File: src/rtl/card_deck_pkg.sv
// card_deck_pkg: shared FSM states, deck constants and rank-to-face-value mapping
package card_deck_pkg;
    localparam int DECK_SIZE_DEF = 52;
    localparam int RANKS = 13;
    localparam int VALUE_W = 4;
    typedef enum logic [2:0] {
        EMPTY      = 3'd0,
        INIT       = 3'd1,
        SHUFFLE_RD = 3'd2,
        SHUFFLE_WR = 3'd3,
        READY      = 3'd4
    } dealer_state_t;
    function automatic logic [VALUE_W-1:0] rank_to_value(input logic [3:0] rank);
        return (rank >= 4'd9) ? 4'd10 : rank + 4'd1;
    endfunction
endpackage

File: src/rtl/card_deck_dealer_lfsr16.sv
// lfsr16: free-running 16-bit Fibonacci LFSR, taps 16,14,13,11
module lfsr16 #(
    parameter logic [15:0] SEED = 16'hACE1
) (
    input  logic        clk,
    input  logic        reset,
    output logic [15:0] q
);
    // shift right, feedback into the top bit; a non-zero seed never reaches 0
    always_ff @(posedge clk or negedge reset)
        if (!reset) q <= SEED;
        else        q <= {q[0] ^ q[2] ^ q[3] ^ q[5], q[15:1]};
endmodule

File: src/rtl/card_deck_dealer.sv
// card_deck_dealer: 52-card deck RAM, LFSR Fisher-Yates shuffle, req/valid dealer (DECK_FIXED_ORDER_EN skips the shuffle)
module card_deck_dealer
    import card_deck_pkg::*;
#(
    parameter int          DECK_SIZE = DECK_SIZE_DEF,
    parameter int          ADDR_W    = 6,
    parameter int          CARD_W    = 4,
    parameter logic [15:0] LFSR_SEED = 16'hACE1
) (
    input  logic              clk,
    input  logic              reset,
    input  logic              shuffle_start,
    input  logic              deal_req,
    output logic              deal_valid,
    output logic [CARD_W-1:0] card,
    output logic              busy,
    output logic [ADDR_W-1:0] cards_left,
    output logic              deck_empty
);
    localparam logic [ADDR_W-1:0] LAST = ADDR_W'(DECK_SIZE - 1);
    localparam logic [ADDR_W-1:0] FULL = ADDR_W'(DECK_SIZE);
    localparam logic [ADDR_W-1:0] ONE  = ADDR_W'(1);
    localparam logic [3:0]        RMAX = 4'(RANKS - 1);

    dealer_state_t     state;
    logic [ADDR_W-1:0] idx, ptr, ri, mask, r;
    logic [3:0]        rank, ti, tr;
    logic [3:0]        mem [DECK_SIZE];
    logic [15:0]       lfsr;

    lfsr16 #(.SEED(LFSR_SEED)) u_lfsr (.clk(clk), .reset(reset), .q(lfsr));

    // smallest all-ones mask covering the current shuffle index
    always_comb begin
        mask = idx;
        for (int k = 1; k < ADDR_W; k++) mask = mask | (idx >> k);
    end

    assign r          = ADDR_W'(lfsr & 16'(mask));
    assign busy       = (state == INIT) || (state == SHUFFLE_RD) || (state == SHUFFLE_WR);
    assign deck_empty = (state != READY) || (cards_left == '0);

    // deck RAM: rank fill during INIT, two-port swap write during SHUFFLE_WR
    always_ff @(posedge clk)
        if (state == INIT) mem[idx] <= rank;
        else if (state == SHUFFLE_WR) begin
            mem[idx] <= tr;
            mem[ri]  <= ti;
        end

    // dealer FSM: fill, shuffle with rejection sampling, then deal one card per request
    always_ff @(posedge clk or negedge reset)
        if (!reset) begin
            state      <= EMPTY;
            idx        <= '0;
            rank       <= '0;
            ptr        <= '0;
            ri         <= '0;
            ti         <= '0;
            tr         <= '0;
            cards_left <= '0;
            deal_valid <= 1'b0;
            card       <= '0;
        end else begin
            deal_valid <= 1'b0;
            case (state)
                EMPTY: if (shuffle_start) begin
                    state <= INIT;
                    idx   <= '0;
                    rank  <= '0;
                end
                INIT: begin
                    idx  <= idx + ONE;
                    rank <= (rank == RMAX) ? 4'd0 : rank + 4'd1;
                    if (idx == LAST) begin
`ifdef DECK_FIXED_ORDER_EN
                        state      <= READY;
                        ptr        <= '0;
                        cards_left <= FULL;
`else
                        state <= SHUFFLE_RD;
                        idx   <= LAST;
`endif
                    end
                end
                SHUFFLE_RD: if (r <= idx) begin
                    ri    <= r;
                    ti    <= mem[idx];
                    tr    <= mem[r];
                    state <= SHUFFLE_WR;
                end
                SHUFFLE_WR: begin
                    idx <= idx - ONE;
                    if (idx == ONE) begin
                        state      <= READY;
                        ptr        <= '0;
                        cards_left <= FULL;
                    end else state <= SHUFFLE_RD;
                end
                READY: if (shuffle_start) begin
                    state      <= INIT;
                    idx        <= '0;
                    rank       <= '0;
                    cards_left <= '0;
                end else if (deal_req && cards_left != '0) begin
                    deal_valid <= 1'b1;
                    card       <= CARD_W'(rank_to_value(mem[ptr]));
                    ptr        <= ptr + ONE;
                    cards_left <= cards_left - ONE;
                end
                default: state <= EMPTY;
            endcase
        end
endmodule
File: config.mk
export PLATFORM = sky130hd
export DESIGN_NAME = card_deck_dealer
export DESIGN_NICKNAME = d
export VERILOG_FILES = /design/src/rtl/card_deck_pkg.sv /design/src/rtl/card_deck_dealer_lfsr16.sv /design/src/rtl/card_deck_dealer.sv
export SDC_FILE = /design/constraint.sdc
export NUM_CORES = 1
export LEC_CHECK = 0
export CORE_ASPECT_RATIO = 0.7
export CORE_MARGIN = 1
export CORE_UTILIZATION = 50
export CTS_CLUSTER_SIZE = 28
export DETAILED_ROUTE_END_ITERATION = 7
export PLACE_DENSITY = 0.66
export RECOVER_POWER = 50
export SLEW_MARGIN = 20
export SYNTH_ARGS = -nofsm -noshare
export SYNTH_HDL_FRONTEND = slang
export SYNTH_SLANG_ARGS = --single-unit
File: constraint.sdc
create_clock -name clk -period 7.6 [get_ports clk]
set_input_delay 1.52 -clock clk [delete_from_list [all_inputs] [get_ports clk]]
set_output_delay 1.52 -clock clk [all_outputs]
set_load 0.005 [all_outputs]
-- Yosys cells after proc, flatten, opt, wreduce, memory -nomap -nowiden
Memory sizes are Yosys's and may differ from the RTL's. A register that Yosys moved wholly into a read port is not among the register bits.
Index checks and enable logic that the tools add are counted.
- add/subtract/negate cells: 6
- magnitude comparators: 2
- eq/ne operators: 15
- multiplexer cells: 29
- bitwise gates (word level): 11
- reduce and logical (&&, ||, !) cells: 20
- operator list (cell ; count):
    2-to-1 mux 6 bit ; 8
    case mux 6 bit (2 select lines) ; 2
    case mux 6 bit (3 select lines) ; 1
    2-to-1 mux 4 bit ; 4
    adder 6 x 1 -> 6 bit (second input constant) ; 2
    2-to-1 mux 3 bit ; 4
    case mux 3 bit (4 select lines) ; 1
    subtractor 6 x 1 -> 6 bit (second input constant) ; 2
    AND reduction 3 bit ; 3
    adder 4 x 1 -> 4 bit (second input constant) ; 2
    2-to-1 mux 1 bit ; 8
    inequality test 2 x 1 -> 1 bit (second input constant) ; 4
    case mux 4 bit (2 select lines) ; 1
    AND 6 bit ; 1
    == test 3 x 2 -> 1 bit (second input constant) ; 2
    == test 6 x 1 -> 1 bit (second input constant) ; 1
    == test 6 bit (second input constant) ; 1
    less-or-equal comparator 6 bit ; 1
    zero test 6 bit ; 1
    inequality test 3 bit (second input constant) ; 2
    bitwise OR 6 x 1 -> 6 bit ; 1
    bitwise OR 6 x 2 -> 6 bit ; 1
    bitwise OR 6 x 3 -> 6 bit ; 1
    bitwise OR 6 x 4 -> 6 bit ; 1
    19 further kinds ; 28
- register bits after elaboration: 52
- memory bits (writable): 208
- input bits: 4
- output and inout port bits: 13
- logic and storage cells: 93
- memories: 1
- memories (name ; words ; width ; read ports ; clocked after memory_dff ; write ports ; RTL line ; RTL):
    mem ; 52 ; 4 ; 3 ; 2 ; 2 ; card_deck_dealer.sv:28 ; logic [3:0] mem [DECK_SIZE];

-- Logic depth before layout (Yosys ltp)
- depth in word-level cells: 9
- mapped depth: 17
- mapped depth without buffers: 12

-- Hierarchy
A second synthesis with hierarchy kept.
- cell total of the unflattened synthesis: 1725
- area total of the unflattened synthesis: 17890.9 µm²
- modules (own cells, without submodules) (module ; times used ; cells each ; area an instance (µm²) ; sequential area each (µm²)):
    card_deck_dealer ; 1 ; 1706 ; 17454.2 ; 7347.0
    lfsr16 ; 1 ; 19 ; 436.7 ; 410.4

-- Worst setup path after synthesis
Ideal clock, no wire load.
- path kind: flip-flop to flip-flop
- start point: register idx[1]
- end point: register tr[2] (read register of mem)
- setup time: 0.126 ns
- arrival time: 3.745 ns
- required time: 7.474 ns
- slack: 3.729 ns
- cell stages (with the launch flop): 17
- buffers on the path: 6
- clock period less this slack: 3.871 ns
- cells stage by stage: dfrtp_1 -> buf_2 -> inv_1 -> ha_1 -> a21boi_4 -> inv_2 -> buf_6 -> buf_6 -> buf_4 -> buf_2 -> ha_1 -> and3_1 -> a32oi_1 -> a2111oi_0 -> nand2_1 -> clkbuf_1 -> a221o_1
- cells in the longest elaborated chain, start to end: 8
- RTL lines (what ; RTL line ; RTL):
    start, declared ; card_deck_dealer.sv:26 ; logic [ADDR_W-1:0] idx, ptr, ri, mask, r;
    start signal, assigned ; card_deck_dealer.sv:73 ; idx <= idx + ONE;
    start signal, assigned ; card_deck_dealer.sv:93 ; idx <= idx - ONE;
    bitwise OR 6 x 5 -> 6 bit ; card_deck_dealer.sv:36 ; for (int k = 1; k < ADDR_W; k++) mask = mask | (idx >> k);
    bitwise OR 6 x 4 -> 6 bit ; card_deck_dealer.sv:36 ;
    bitwise OR 6 x 3 -> 6 bit ; card_deck_dealer.sv:36 ;
    bitwise OR 6 x 2 -> 6 bit ; card_deck_dealer.sv:36 ;
    bitwise OR 6 x 1 -> 6 bit ; card_deck_dealer.sv:36 ;
    AND 6 bit ; card_deck_dealer.sv:39 ; assign r = ADDR_W'(lfsr & 16'(mask));
    less-or-equal comparator 6 bit ; card_deck_dealer.sv:86 ; SHUFFLE_RD: if (r <= idx) begin
    AND reduction 2 bit (no line) ; - ;
    end, declared ; card_deck_dealer.sv:27 ; logic [3:0] rank, ti, tr;
Parallel ways exist; a longest one is shown, timed or not.
A chain may end at the register's enable or synchronous reset.

-- Worst setup path after layout
- start point: register idx[4]
- end point: register tr[0] (read register of mem)
The elaborated chain is that of the path after synthesis.

==> run_results.csv <==
group,metric,value,unit
status,status,"finished, violations left",
status,violations,"max-capacitance violations, max-slew violations",
die,die_y,158,um
drt,first_pass_iters,7,
setup_path,crit_fanout,44,
timing,min_period,5610,ps
grt,overflow,0,
finish,nFillCells,3000,
timing,final.setup_skew,23.9,ps
timing,hold_viol,0,
finish,num_antenna_cells,0,
drt,final_antenna_net_count,0,
die,core.rowCount,56,
grt,grt_pass1_vias,13800,
grt,grt_max_degree,50,
drt,drt-initial-drc-count,2742,
cts,cts.clk_slew.worst_paths,70,ps
yosys,async_flop_share,0.224,
yosys,syn_nets,1693,
setup_path,crit_arrival,6130,ps
cts,cts_buffers,27,
cts,cts_buffer_depth,3,
grt,grt_pass1_wl,99700,um
drt,finalWirelength,69800,um
yosys,synth_ff_type,"edfxtp_1",
power,finalPower,5.82,mW
drt,post_drt_via_cell_ratio,7.28,
die,core-area,33800,um^2
flow_run,cap_violations,2,
die,ios,17,
cts,cts_setup_buffers,0,
cts,clk_latency,580,ps
cts,holdBufCountCts,0,
power,vdd.ir_drop.worst,206,uV
finish,syn2layout_area_growth,6.94,%
finish,instances_no_fill,2094,
power,p_per_area,314,nW/um^2
placement,post-dp-hpwl,48400,um
cts,htreeDepth,1,
setup_path,setup.worst_path.end_class,"flip-flop",
yosys,synth_edf_count,208,
grt,antenna_found_initial,2,
power,leakage,6.80,nW
grt,grt_use_total,0.394,
cts,tritoncts,"done",
yosys,syn_area,17300,um^2
cts,clock-sinks,268,
timing,relSlewSlack,-0.941,
die,initial_utilization,0.513,
timing,setup_viol,0,
timing,tightest_slew,2910,ps
yosys,yosysSeqAreaShare,0.448,
yosys,ys_seq_elements,268,
placement,place_inst,2044,
die,dieArea,35400,um^2
timing,rsz0062_at_grt,"no",
yosys,synth-warning-count,0,
finish,layout-drive-gt1-share,0.165,
cts,root_buffer,"clkbuf_16",
setup_path,cp.required,8120,ps
placement,io_buffers,16,
yosys,synth.avg_cell_area,10.4,um^2
timing,fmax,178,MHz
finish,final_nets,1630,
placement,place_congestion,1.07,
yosys,netlist_instances,1672,
min_path,hold_class,"reg2reg",
setup_path,worstSetupPathType,"reg2reg",
drt,num_vias,15300,
timing,finalMaxSlewViolations,55,
setup_path,start_kind,"flip-flop",
timing,fin_crit_sh,0.738,
yosys,yosysUniqueCellTypes,74,
die,dieWidth,224,um
drt,wl_per_cell,33.3,um
timing,fin_tns_setup,0,ps
drt,drc,0,
cts,post_cts_resized,0,
[path summary, 6_finish.rpt]
path | start | endpoint | slack [ps] | cells after the start
min reg2reg | u_lfsr.q[9] | u_lfsr.q[8] | 350 | 0
max in group asynchronous | reset | ptr[0] | 3190 | 2
max | idx[4] | tr[0] | 1990 | 12
min in group asynchronous | reset | u_lfsr.q[14] | 890 | 1
max reg2reg | idx[4] | tr[0] | 1990 | 12
min | u_lfsr.q[9] | u_lfsr.q[8] | 350 | 0
[cells in the final DEF (no fill, tap or decap), types with 5 or more instances in the layout]
master	instances
a21o_1	5
nor2b_1	9
a31oi_1	24
nor3_1	16
a21oi_1	145
clkinv_1	7
o211ai_1	6
nand2_1	170
nor4_1	5
nand3_1	55
dfrtp_2	5
a22o_1	16
and3_1	9
ha_1	17
nor2_1	181
a221oi_1	16
clkbuf_1	14
nand2b_1	5
nand4_1	29
mux4_2	53
clkbuf_16	27
mux2i_1	63
dlygate4sd3_1	13
edfxtp_1	208
and2_1	7
dfstp_2	6
clkinv_2	8
o22ai_1	28
mux2_2	112
a211oi_1	17
dfrtp_1	46
a32oi_1	5
a22oi_1	94
o21ai_0	62
inv_1	16
and3b_1	6
buf_4	29
[cells by family (layout without fill, tap and decap cells)]
logic type               after synthesis  in the layout  share of synthesized area
AND/OR/NAND/NOR                      517            517                      0.137
AO/OA/AOI/OAI                        466            466                      0.176
flip-flops                           268            268                      0.448
multiplexers                         231            231                      0.181
buffers and inverters                167            125                     0.0434
adder cells (fa/ha/maj)               17             17                     0.0123
XOR/XNOR                               6              6                    0.00304
[Yosys cell counts (all sizes together) (7+ instances only)]
| cell | count | area, um^2 |
|---|---|---|
| nor3 | 17 | 100 |
| nand2 | 171 | 649 |
| nor3b | 7 | 57.6 |
| mux2 | 112 | 1260 |
| nand4 | 29 | 181 |
| and2 | 7 | 43.8 |
| ha | 17 | 213 |
| and3 | 9 | 56.3 |
| a221oi | 16 | 140 |
| nand3 | 55 | 275 |
| nor2 | 182 | 686 |
| edfxtp | 208 | 6250 |
| a211oi | 17 | 128 |
| clkbuf | 88 | 330 |
| a22oi | 94 | 706 |
| mux2i | 65 | 651 |
| mux4 | 54 | 1220 |
| o21ai | 65 | 329 |
| o22ai | 28 | 175 |
| buf | 56 | 335 |
| a31oi | 24 | 150 |
| a21oi | 147 | 736 |
| a22o | 16 | 140 |
| dfstp | 8 | 210 |
| inv | 20 | 75.1 |
| dfrtp | 52 | 1300 |
| nor2b | 9 | 56.3 |
[final cells by class]
class                   instances  area [um^2]  share of cell area
multi-input cells            1237         8840               0.477
flip-flops and latches        268         7770               0.419
clock buffers                  34          712              0.0384
well taps                     464          581              0.0314
repair buffers                 52          398              0.0215
clock inverters                16          134             0.00723
inverters                      23         87.6             0.00473
[worst max-delay path, cell delays in order (launching register included)]
cell and delay, ps:
dfrtp_1 340, clkbuf_1 1020, nor4_1 320, a21boi_4 260, clkinv_2 570, ha_1 540
and3_1 150, a32oi_1 120, a2111oi_0 580, nand2_1 650, a2111oi_0 610, and3_1 230
a221o_1 130
[registers in the layout, indices dropped and copies added (netlist names), 6 cells and up]
signal      count
mem           208
ptr             6
u_lfsr.q       16
ri              6
cards_left      6
idx             6
[stage by stage]
stage / worst slack, ps / utilization / area [um^2] / hold WS [ps]
after CTS: 2490 / 0.550 / 18600 / 352
after global placement: 2640 / 0.525 / 17700 / 347
after detailed placement: 2520 / 0.525 / 17700 / 339
after floorplan: 3730 / - / 17300 / 331
final: 1990 / 0.548 / 18500 / 348
after global routing: 1790 / 0.548 / 18500 / 357
[per-layer routing]
metal | share of wire | wire length [um] | track usage | up-vias
li1 | - | - | - | 6308
met1 | 0.40 | 28200 | 0.579 | 7471
met2 | 0.39 | 27500 | 0.533 | 1250
met3 | 0.16 | 11300 | 0.141 | 215
met4 | 0.039 | 2750 | 0.127 | 6
met5 | 0.00047 | 33 | 0 | -
[power breakdown]
group | internal, mW | total (mW) | switching, mW
sequential | 1.88 | 2.12 | 0.234
combinational | 0.792 | 2.36 | 1.57
clock | 0.731 | 1.34 | 0.608
total | 3.40 | 5.82 | 2.41
(Power assumes the default switching activity.)
